`src/rtl/forwarding_hazard_unit_if.sv`:
```
// Decode-side hazard/forwarding bundle between the ID stage and the
// forwarding/hazard unit.
interface forwarding_hazard_unit_if #(
    parameter int REG_BITS = 5,
    parameter int CNT_BITS = 16
);
    logic [REG_BITS-1:0] ID_Rs;
    logic [REG_BITS-1:0] ID_Rt;
    logic                ID_UsesRt;
    logic [REG_BITS-1:0] ID_WriteReg;
    logic                ID_RegWrite;
    logic                ID_MemRead;
    logic                Flush;
    logic [1:0]          ForwardA;
    logic [1:0]          ForwardB;
    logic                Stall;
    logic [CNT_BITS-1:0] StallCount;

    modport master (
        output ID_Rs, ID_Rt, ID_UsesRt, ID_WriteReg, ID_RegWrite, ID_MemRead, Flush,
        input  ForwardA, ForwardB, Stall, StallCount
    );

    modport slave (
        input  ID_Rs, ID_Rt, ID_UsesRt, ID_WriteReg, ID_RegWrite, ID_MemRead, Flush,
        output ForwardA, ForwardB, Stall, StallCount
    );
endinterface

```
`src/rtl/forwarding_hazard_unit.sv`:
```
// EX-stage operand forwarding selectors and load-use stall detection, driven
// from a private shadow copy of the EX/MEM/WB register-write fields.
module forwarding_hazard_unit #(
    parameter int REG_BITS = 5,
    parameter int CNT_BITS = 16
) (
    input  logic                     clk,
    input  logic                     reset,
    forwarding_hazard_unit_if.slave  bus
);

    typedef struct packed {
        logic [REG_BITS-1:0] rs;
        logic [REG_BITS-1:0] rt;
        logic [REG_BITS-1:0] wr;
        logic                rw;
        logic                mr;
    } ex_t;

    typedef struct packed {
        logic [REG_BITS-1:0] wr;
        logic                rw;
    } wr_t;

    ex_t                 r_ex;
    wr_t                 r_mem;
    wr_t                 r_wb;
    logic [CNT_BITS-1:0] r_cnt;
    logic                w_stall;

    // The load flag is not carried past EX: nothing downstream consumes it.
    function automatic logic [1:0] fwd_sel(input logic [REG_BITS-1:0] src,
                                           input wr_t mem, input wr_t wb);
        if (mem.rw && mem.wr != '0 && mem.wr == src) return 2'b10;
        if (wb.rw  && wb.wr  != '0 && wb.wr  == src) return 2'b01;
        return 2'b00;
    endfunction

    always_comb begin
        w_stall = 1'b0;
        if (r_ex.mr && r_ex.wr != '0 &&
            (r_ex.wr == bus.ID_Rs || (bus.ID_UsesRt && r_ex.wr == bus.ID_Rt)))
            w_stall = 1'b1;
    end

    always_ff @(posedge clk or negedge reset) begin
        if (!reset) begin
            r_ex  <= '0;
            r_mem <= '0;
            r_wb  <= '0;
        end else begin
            r_mem <= '{wr: r_ex.wr, rw: r_ex.rw};
            r_wb  <= r_mem;
            if (w_stall || bus.Flush)
                r_ex <= '0;
            else
                r_ex <= '{rs: bus.ID_Rs, rt: bus.ID_Rt, wr: bus.ID_WriteReg,
                          rw: bus.ID_RegWrite, mr: bus.ID_MemRead};
        end
    end

    // A flushed load-use is not a real stall cycle, so it is not counted.
    always_ff @(posedge clk or negedge reset) begin
        if (!reset)
            r_cnt <= '0;
        else if (w_stall && !bus.Flush && r_cnt != '1)
            r_cnt <= r_cnt + CNT_BITS'(1);
    end

    assign bus.ForwardA   = fwd_sel(r_ex.rs, r_mem, r_wb);
    assign bus.ForwardB   = fwd_sel(r_ex.rt, r_mem, r_wb);
    assign bus.Stall      = w_stall;
    assign bus.StallCount = r_cnt;

endmodule

```
`src/flat_wrapper.sv`:
```
// flat-port wrapper written by rule: the top's interface ports become plain ports
module forwarding_hazard_unit_flat 
#(
    parameter int REG_BITS = 5,
    parameter int CNT_BITS = 16
)
  (clk, reset, bus_ID_Rs, bus_ID_Rt, bus_ID_UsesRt, bus_ID_WriteReg, bus_ID_RegWrite, bus_ID_MemRead, bus_Flush, bus_ForwardA, bus_ForwardB, bus_Stall, bus_StallCount);
  forwarding_hazard_unit_if #(.REG_BITS(REG_BITS), .CNT_BITS(CNT_BITS)) bus_i ();
  input  logic clk;
  input  logic reset;
  input wire logic [$bits(bus_i.ID_Rs)-1:0] bus_ID_Rs;
  input wire logic [$bits(bus_i.ID_Rt)-1:0] bus_ID_Rt;
  input wire logic [$bits(bus_i.ID_UsesRt)-1:0] bus_ID_UsesRt;
  input wire logic [$bits(bus_i.ID_WriteReg)-1:0] bus_ID_WriteReg;
  input wire logic [$bits(bus_i.ID_RegWrite)-1:0] bus_ID_RegWrite;
  input wire logic [$bits(bus_i.ID_MemRead)-1:0] bus_ID_MemRead;
  input wire logic [$bits(bus_i.Flush)-1:0] bus_Flush;
  output wire logic [$bits(bus_i.ForwardA)-1:0] bus_ForwardA;
  output wire logic [$bits(bus_i.ForwardB)-1:0] bus_ForwardB;
  output wire logic [$bits(bus_i.Stall)-1:0] bus_Stall;
  output wire logic [$bits(bus_i.StallCount)-1:0] bus_StallCount;
  assign bus_i.ID_Rs = bus_ID_Rs;
  assign bus_i.ID_Rt = bus_ID_Rt;
  assign bus_i.ID_UsesRt = bus_ID_UsesRt;
  assign bus_i.ID_WriteReg = bus_ID_WriteReg;
  assign bus_i.ID_RegWrite = bus_ID_RegWrite;
  assign bus_i.ID_MemRead = bus_ID_MemRead;
  assign bus_i.Flush = bus_Flush;
  assign bus_ForwardA = bus_i.ForwardA;
  assign bus_ForwardB = bus_i.ForwardB;
  assign bus_Stall = bus_i.Stall;
  assign bus_StallCount = bus_i.StallCount;
  forwarding_hazard_unit #(.REG_BITS(REG_BITS), .CNT_BITS(CNT_BITS)) u_core (.clk(clk), .reset(reset), .bus(bus_i));
endmodule
```
`config.mk`:
```
export PLATFORM = sky130hd
export DESIGN_NAME = forwarding_hazard_unit_flat
export DESIGN_NICKNAME = d
export VERILOG_FILES = /design/src/rtl/forwarding_hazard_unit_if.sv /design/src/rtl/forwarding_hazard_unit.sv /design/src/flat_wrapper.sv
export SDC_FILE = /design/constraint.sdc
export NUM_CORES = 1
export LEC_CHECK = 0
export CAP_MARGIN = 30
export CORE_MARGIN = 2
export CORE_UTILIZATION = 46
export CTS_CLUSTER_DIAMETER = 120
export DETAILED_ROUTE_END_ITERATION = 16
export MAX_ROUTING_LAYER = met4
export PLACE_DENSITY = 0.86
export SLEW_MARGIN = 20
export SYNTH_ARGS = -nofsm -noshare
export SYNTH_HDL_FRONTEND = slang
export SYNTH_SLANG_ARGS = --single-unit
```
`constraint.sdc`:
```
create_clock -name clk -period 1.75 [get_ports clk]
set_input_delay 0.4375 -clock clk [delete_from_list [all_inputs] [get_ports clk]]
set_output_delay 0.4375 -clock clk [all_outputs]
set_load 0.005 [all_outputs]
```
==> impl_metrics.toml, run 1 <==
[yosys]
avgSynthCellArea_um2 = 11.72
ys_async_sr_fraction_pct = 100.0
synth_top_family_by_area = "simple AND/OR/NAND/NOR gates"
yosysSeqAreaShare_pct = 53.70
synthTopCellsByArea = "dfrtp_1 54%, xnor2_1 12%, xor2_1 5.8%"
synth_edf_count = 0
synth_xor_area_share_pct = 17.96
ys_types = 31
yosysWarnings = 0
synth_compound_area_share_pct = 2.625
synth_flop_cell = "dfrtp_1"
syn_inst = 179
synth_fp_nets = 201
synth_fa_ha_area_share_pct = 0.5967
synth_top_area_cell = "dfrtp_1"
yosys.area_share.simple_pct = 22.20
synth.top_cell.area_share_pct = 53.70
synthMuxAreaShare_pct = 1.551
syn-cell-area_mm2 = 0.002097
synth-seq-cells = 45

[routing]
final_antenna_net_count = 0
via_per_inst = 5.674
post_drt_wl_per_cell_um = 20.95
wl_mm = 7.059
via_count = 1912
firstDrtPassIters = 4
drtIter0Drc = 72
drcViolationCount = 0

[run_status]
failed_checks = "setup timing"
run_status = "finished, violations left"

[grt]
grt-ovfl-total = 0
grt_pass1_vias = 1890
grt_usage_pct = 26.00
antenna_found_initial = 0
grt_first_pass_wirelength_mm = 9.708
grt_max_degree = 46

[cts]
clockRootBuffer = "clkbuf_8"
cts.clk_slew.worst_paths_ns = 0.09
cts.hold.buffers_added = 0
cts_buffer_depth = 2
clk_latency_ns = 0.31
htree_levels = 2
cts_tree = "built"
numCtsBuffers = 5
clock-sinks = 45

[placed_design]
dp_slack_ns = -0.7744
gp_congestion = 0.8677
dp_hpwl_mm = 3.401
port_buffers = 41

[finish]
area_delta_synth_final_pct = 68.79
antenna_cells = 0
drive_above_1_share_pct = 47.72
final_common_cell = "dfrtp_1"
fin_util_pct = 80.74
mostFrequentLayoutCells = "40 x dfrtp_1, 37 x buf_4, 21 x buf_6, 20 x xnor2_1, 20 x clkdlybuf4s50_1"
fin_nets = 306

[die]
die_h_um = 71.52
rows = 24
fp.coreArea_mm2 = 0.004384
initial_core_util_pct = 47.83
die_area_mm2 = 0.005115
num_io_pins = 42
die_width_um = 71.52

[sta]
setup_violations = 38
report.final.slew_viol_count = 0
rsz0062_at_grt = "true"
totalNegativeSetupSlack_ns = -6.974
tightestPinTransition_ns = 0.5655
hold_viol_final = 0
setup_slack_ns = -0.5960
period_share_pct = 134.1
max_slew_margin_pct = 62.30
skew_ns = 0.009401
max_freq_mhz = 426.3
layout_min_cycle_time_ns = 2.346

[power]
ir_drop_mv = 1.004
total_leakage_power_nw = 1.718
power_mw = 2.530
p_per_area_mw_per_mm2 = 714.8

[worst_setup_path]
cp.arrival_ns = 1.91
crit_type = "flip-flop to output pin"
cp_cell_sequence = "or4_4, o21ai_4, buf_6, nor4_4, nor4_2, buf_2"
cp_max_fo = 2
cpMaxStageDelayCell = "or4_4"
endpoint_kind = "output pin"
cp-start-kind = "flip-flop"
required_ns = 1.31
critPathMaxStageDelay_ns = 0.56

[hold_path]
hold_path_class = "input port to async pin"

[job]
cap_violations = 0
## cell type report
cell class	count	area, um^2
timing repair buffer	101	980.9
multi-input combinational	129	1220
fill	227	844.6
inverter	2	7.507
clock buffer	5	68.82
clock inverter	3	65.06
sequential	45	1132
tap	52	65.06
## layer usage
layer	vias to the layer above	wire length (um)	global-route usage (%)
met5	-	0	-
met3	25	331	4.360
li1	830	-	-
met1	968	2774	31.63
met4	0	208	10.69
met2	89	3744	43.11
## power by group
| group | switching (mW) | leakage (nW) | internal, mW |
|---|---|---|---|
| registers | 0.0478 | 0.584 | 1.08 |
| clock network | 0.378 | 0.0681 | 0.568 |
| logic | 0.191 | 1.07 | 0.261 |
| total | 0.617 | 1.72 | 1.91 |
## worst max-delay path: cells and delay by family, from the launching register on
family,cells,cell delay [ns]
flip-flops,1,0.41
AND/OR/NAND/NOR,3,0.73
AO/OA/AOI/OAI,1,0.20
buffers and inverters,2,0.27
## registers in the layout, indices dropped and copies added, names as in the netlist
signal / cells
u_core.bus.StallCount: 16
u_core.r_mem: 6
u_core.r_wb: 6
u_core.r_ex: 17
## kinds of logic after synthesis
family          Yosys count
simple gates             77
flops                    45
xor+xnor                 43
compound gates            5
buf+inv                   5
mux                       3
fa+ha+maj                 1
## cells in the mapped netlist, types with 2 or more instances
cell type  number
and2_1          2
and2_2         16
and3_1          2
dfrtp_1        45
mux2_2          2
nand2_1         8
nand3_1        14
nand4_1         9
nand4b_1        2
nor2_1          5
nor3_1          5
nor4_1          5
o21ai_0         2
or4_1           4
xnor2_1        29
xor2_1         14
## what timing repair did
item / in CTS / in global routing
setup buffers: 22 / 10
gates cloned: 3 / 0
resized for setup: 72 / 57
endpoints found under the setup margin: 36 / 47
pin swaps: 23 / 28
## stage by stage
step / hold slack, ns / cells / cell area (um^2)
2_1_floorplan: 0.1419 / 179 / 2112
6_report: 0.2269 / 337 / 3540
4_1_cts: 0.2222 / 333 / 3322
5_1_grt: 0.2678 / 337 / 3540
3_5_place_dp: 0.3648 / 309 / 2861
3_3_place_gp: 0.3413 / 309 / 2861
## worst paths after layout
| check | startpoint | end | slack (ns) | cells after the start |
|---|---|---|---|---|
| worst max-delay path | u_core.r_mem[5] | bus_ForwardA[0] | -0.60 | 6 |
| worst min-delay path | reset | u_core.r_mem[5] | 0.23 | 2 |
| worst max register to register | u_core.r_ex[5] | u_core.bus.StallCount[12] | -0.22 | 7 |
| worst min register to register | u_core.r_ex[1] | u_core.r_mem[0] | 0.38 | 0 |
| max in group asynchronous | reset | u_core.bus.StallCount[12] | 1.11 | 2 |
| min in group clk | u_core.r_ex[1] | u_core.r_mem[0] | 0.38 | 0 |
(Power assumes the default switching activity.)
==> run 2: changes to the inputs <==
- ABC_CLOCK_PERIOD_IN_PS: default -> 1750
==> results of run 2 <==
No change in the layout: final DEF, timing and power equal those of run 1.
==> run 3: changes to the inputs <==
- CORE_MARGIN: 2 -> 10
- GPL_ROUTABILITY_DRIVEN: default -> 0
==> impl_metrics.toml, run 3 (synthesis gave the netlist of run 1 again) <==
[run_status]
run_status = "finished, violations left"
failed_checks = "setup timing"

[finish]
top_register = "u_core.r_ex"
largest_reg_flops = 17
fin_nets = 302
area_delta_synth_final_pct = 61.87
drive_above_1_share_pct = 43.77
fin_area_mm2 = 0.003395
mostFrequentLayoutCells = "40 x buf_4, 39 x dfrtp_1, 27 x clkdlybuf4s50_1, 23 x xnor2_1, 14 x xor2_1"
finalNonFillerCells = 334
final_common_cell = "buf_4"

[routing]
via_count = 1802
firstDrtPassIters = 4
wl_met3_um = 392
drt-met1-wl_mm = 2.572
via_per_inst = 5.395
topRoutingLayerUsed = "met4"
drtIter0Drc = 212
final_antenna_net_count = 0
post_drt_wl_per_cell_um = 20.20
wl_mm = 6.748
drcViolationCount = 0
routed-wl-met2_mm = 3.590

[sta]
max_slew_margin_pct = 57.75
rsz0062_at_grt = "true"
tightestPinTransition_ns = 0.6289
setup_violations = 38
layout_min_cycle_time_ns = 2.327
hold_viol_final = 0
max_freq_mhz = 429.8
skew_ns = 0.01104
report.final.slew_viol_count = 0
period_share_pct = 133.0
setup_slack_ns = -0.5767

[die]
die_width_um = 87.52
initial_core_util_pct = 47.83
rows = 24
die_area_mm2 = 0.007660
fp.coreArea_mm2 = 0.004384
die_h_um = 87.52
num_io_pins = 42

[worst_setup_path]
crit_type = "flip-flop to output pin"
cp_max_fo = 2
endpoint_kind = "output pin"
cp-start-kind = "flip-flop"
required_ns = 1.31
cp.arrival_ns = 1.89

[placed_design]
place_area_mm2 = 0.002867
dp_slack_ns = -0.7560
port_buffers = 41
dp_hpwl_mm = 3.653
dp.cells = 308

[cts]
numCtsBuffers = 5
clk_latency_ns = 0.31
cts_buffer_depth = 2
cts.hold.buffers_added = 0
cts_tree = "built"
cts.clk_slew.worst_paths_ns = 0.09
clockRootBuffer = "clkbuf_8"
clock-sinks = 45
htree_levels = 2

[grt]
grt_pass1_vias = 1828
grt_first_pass_wirelength_mm = 9.163
grt_usage_pct = 15.66
antenna_found_initial = 1
grt-ovfl-total = 0
grt_max_degree = 46

[hold_path]
hold_path_class = "input port to async pin"

[job]
cap_violations = 0

[power]
ir_drop_mv = 0.7502
p_per_area_mw_per_mm2 = 647.1
total_leakage_power_nw = 1.624
-- run 3: final cells by class --
type / instances / area [um^2]
well taps: 52 / 65.06
clock inverters: 2 / 10.01
diodes: 1 / 2.502
clock buffers: 6 / 72.57
multi-input cells: 129 / 1150
inverters: 2 / 7.507
fillers: 238 / 989.7
repair buffers: 97 / 953.4
flip-flops and latches: 45 / 1134
-- run 3: worst max-delay path: stages (launching register included) --
cell     delay, ns
dfrtp_1       0.40
or4_4         0.56
o21ai_4       0.17
buf_6         0.12
nor4_4        0.03
nor4_1        0.15
buf_2         0.15
-- run 3: what timing repair did --
| action | in CTS | in global routing |
|---|---|---|
| pin swaps | 11 | 22 |
| setup buffers | 10 | 9 |
| cloned | 0 | 2 |
| gates resized for setup | 43 | 46 |
| setup endpoints to repair | 34 | 48 |
-- run 3: power by group --
| part | leakage [nW] | switching, mW | internal [mW] | total, mW |
|---|---|---|---|---|
| combinational | 0.997 | 0.185 | 0.258 | 0.443 |
| clock | 0.0450 | 0.353 | 0.277 | 0.630 |
| sequential | 0.582 | 0.0395 | 1.08 | 1.12 |
-- run 3: metrics by stage --
stage	hold slack (ns)	utilization [%]	power (mW)	setup TNS (ns)
2_1_floorplan	0.1419	-	1.272	-0.2795
3_3_place_gp	0.3491	65.38	1.450	-13.34
3_5_place_dp	0.3483	65.38	1.462	-14.04
4_1_cts	0.1092	71.78	2.116	-7.083
5_1_grt	0.1188	77.43	2.288	-12.46
6_report	0.1005	77.43	2.197	-10.37
-- run 3: worst paths after layout --
| path | startpoint | endpoint | slack, ns | cells past startpoint |
|---|---|---|---|---|
| worst min-delay path | reset | u_core.bus.StallCount[2] | 0.10 | 2 |
| worst min register to register | u_core.r_ex[1] | u_core.r_mem[0] | 0.37 | 0 |
| min in group clk | u_core.r_ex[1] | u_core.r_mem[0] | 0.37 | 0 |
| max in group asynchronous | reset | u_core.bus.StallCount[7] | 1.42 | 2 |
| worst max-delay path | u_core.r_mem[4] | bus_ForwardA[0] | -0.58 | 6 |
| worst max register to register | u_core.r_ex[2] | u_core.bus.StallCount[12] | -0.36 | 9 |
-- run 3: per-layer routing --
metal | vias to the layer above | GRT usage [%]
met5 | - | -
met4 | 0 | 6.812
met3 | 22 | 2.903
met2 | 86 | 26.39
met1 | 876 | 17.62
li1 | 818 | -
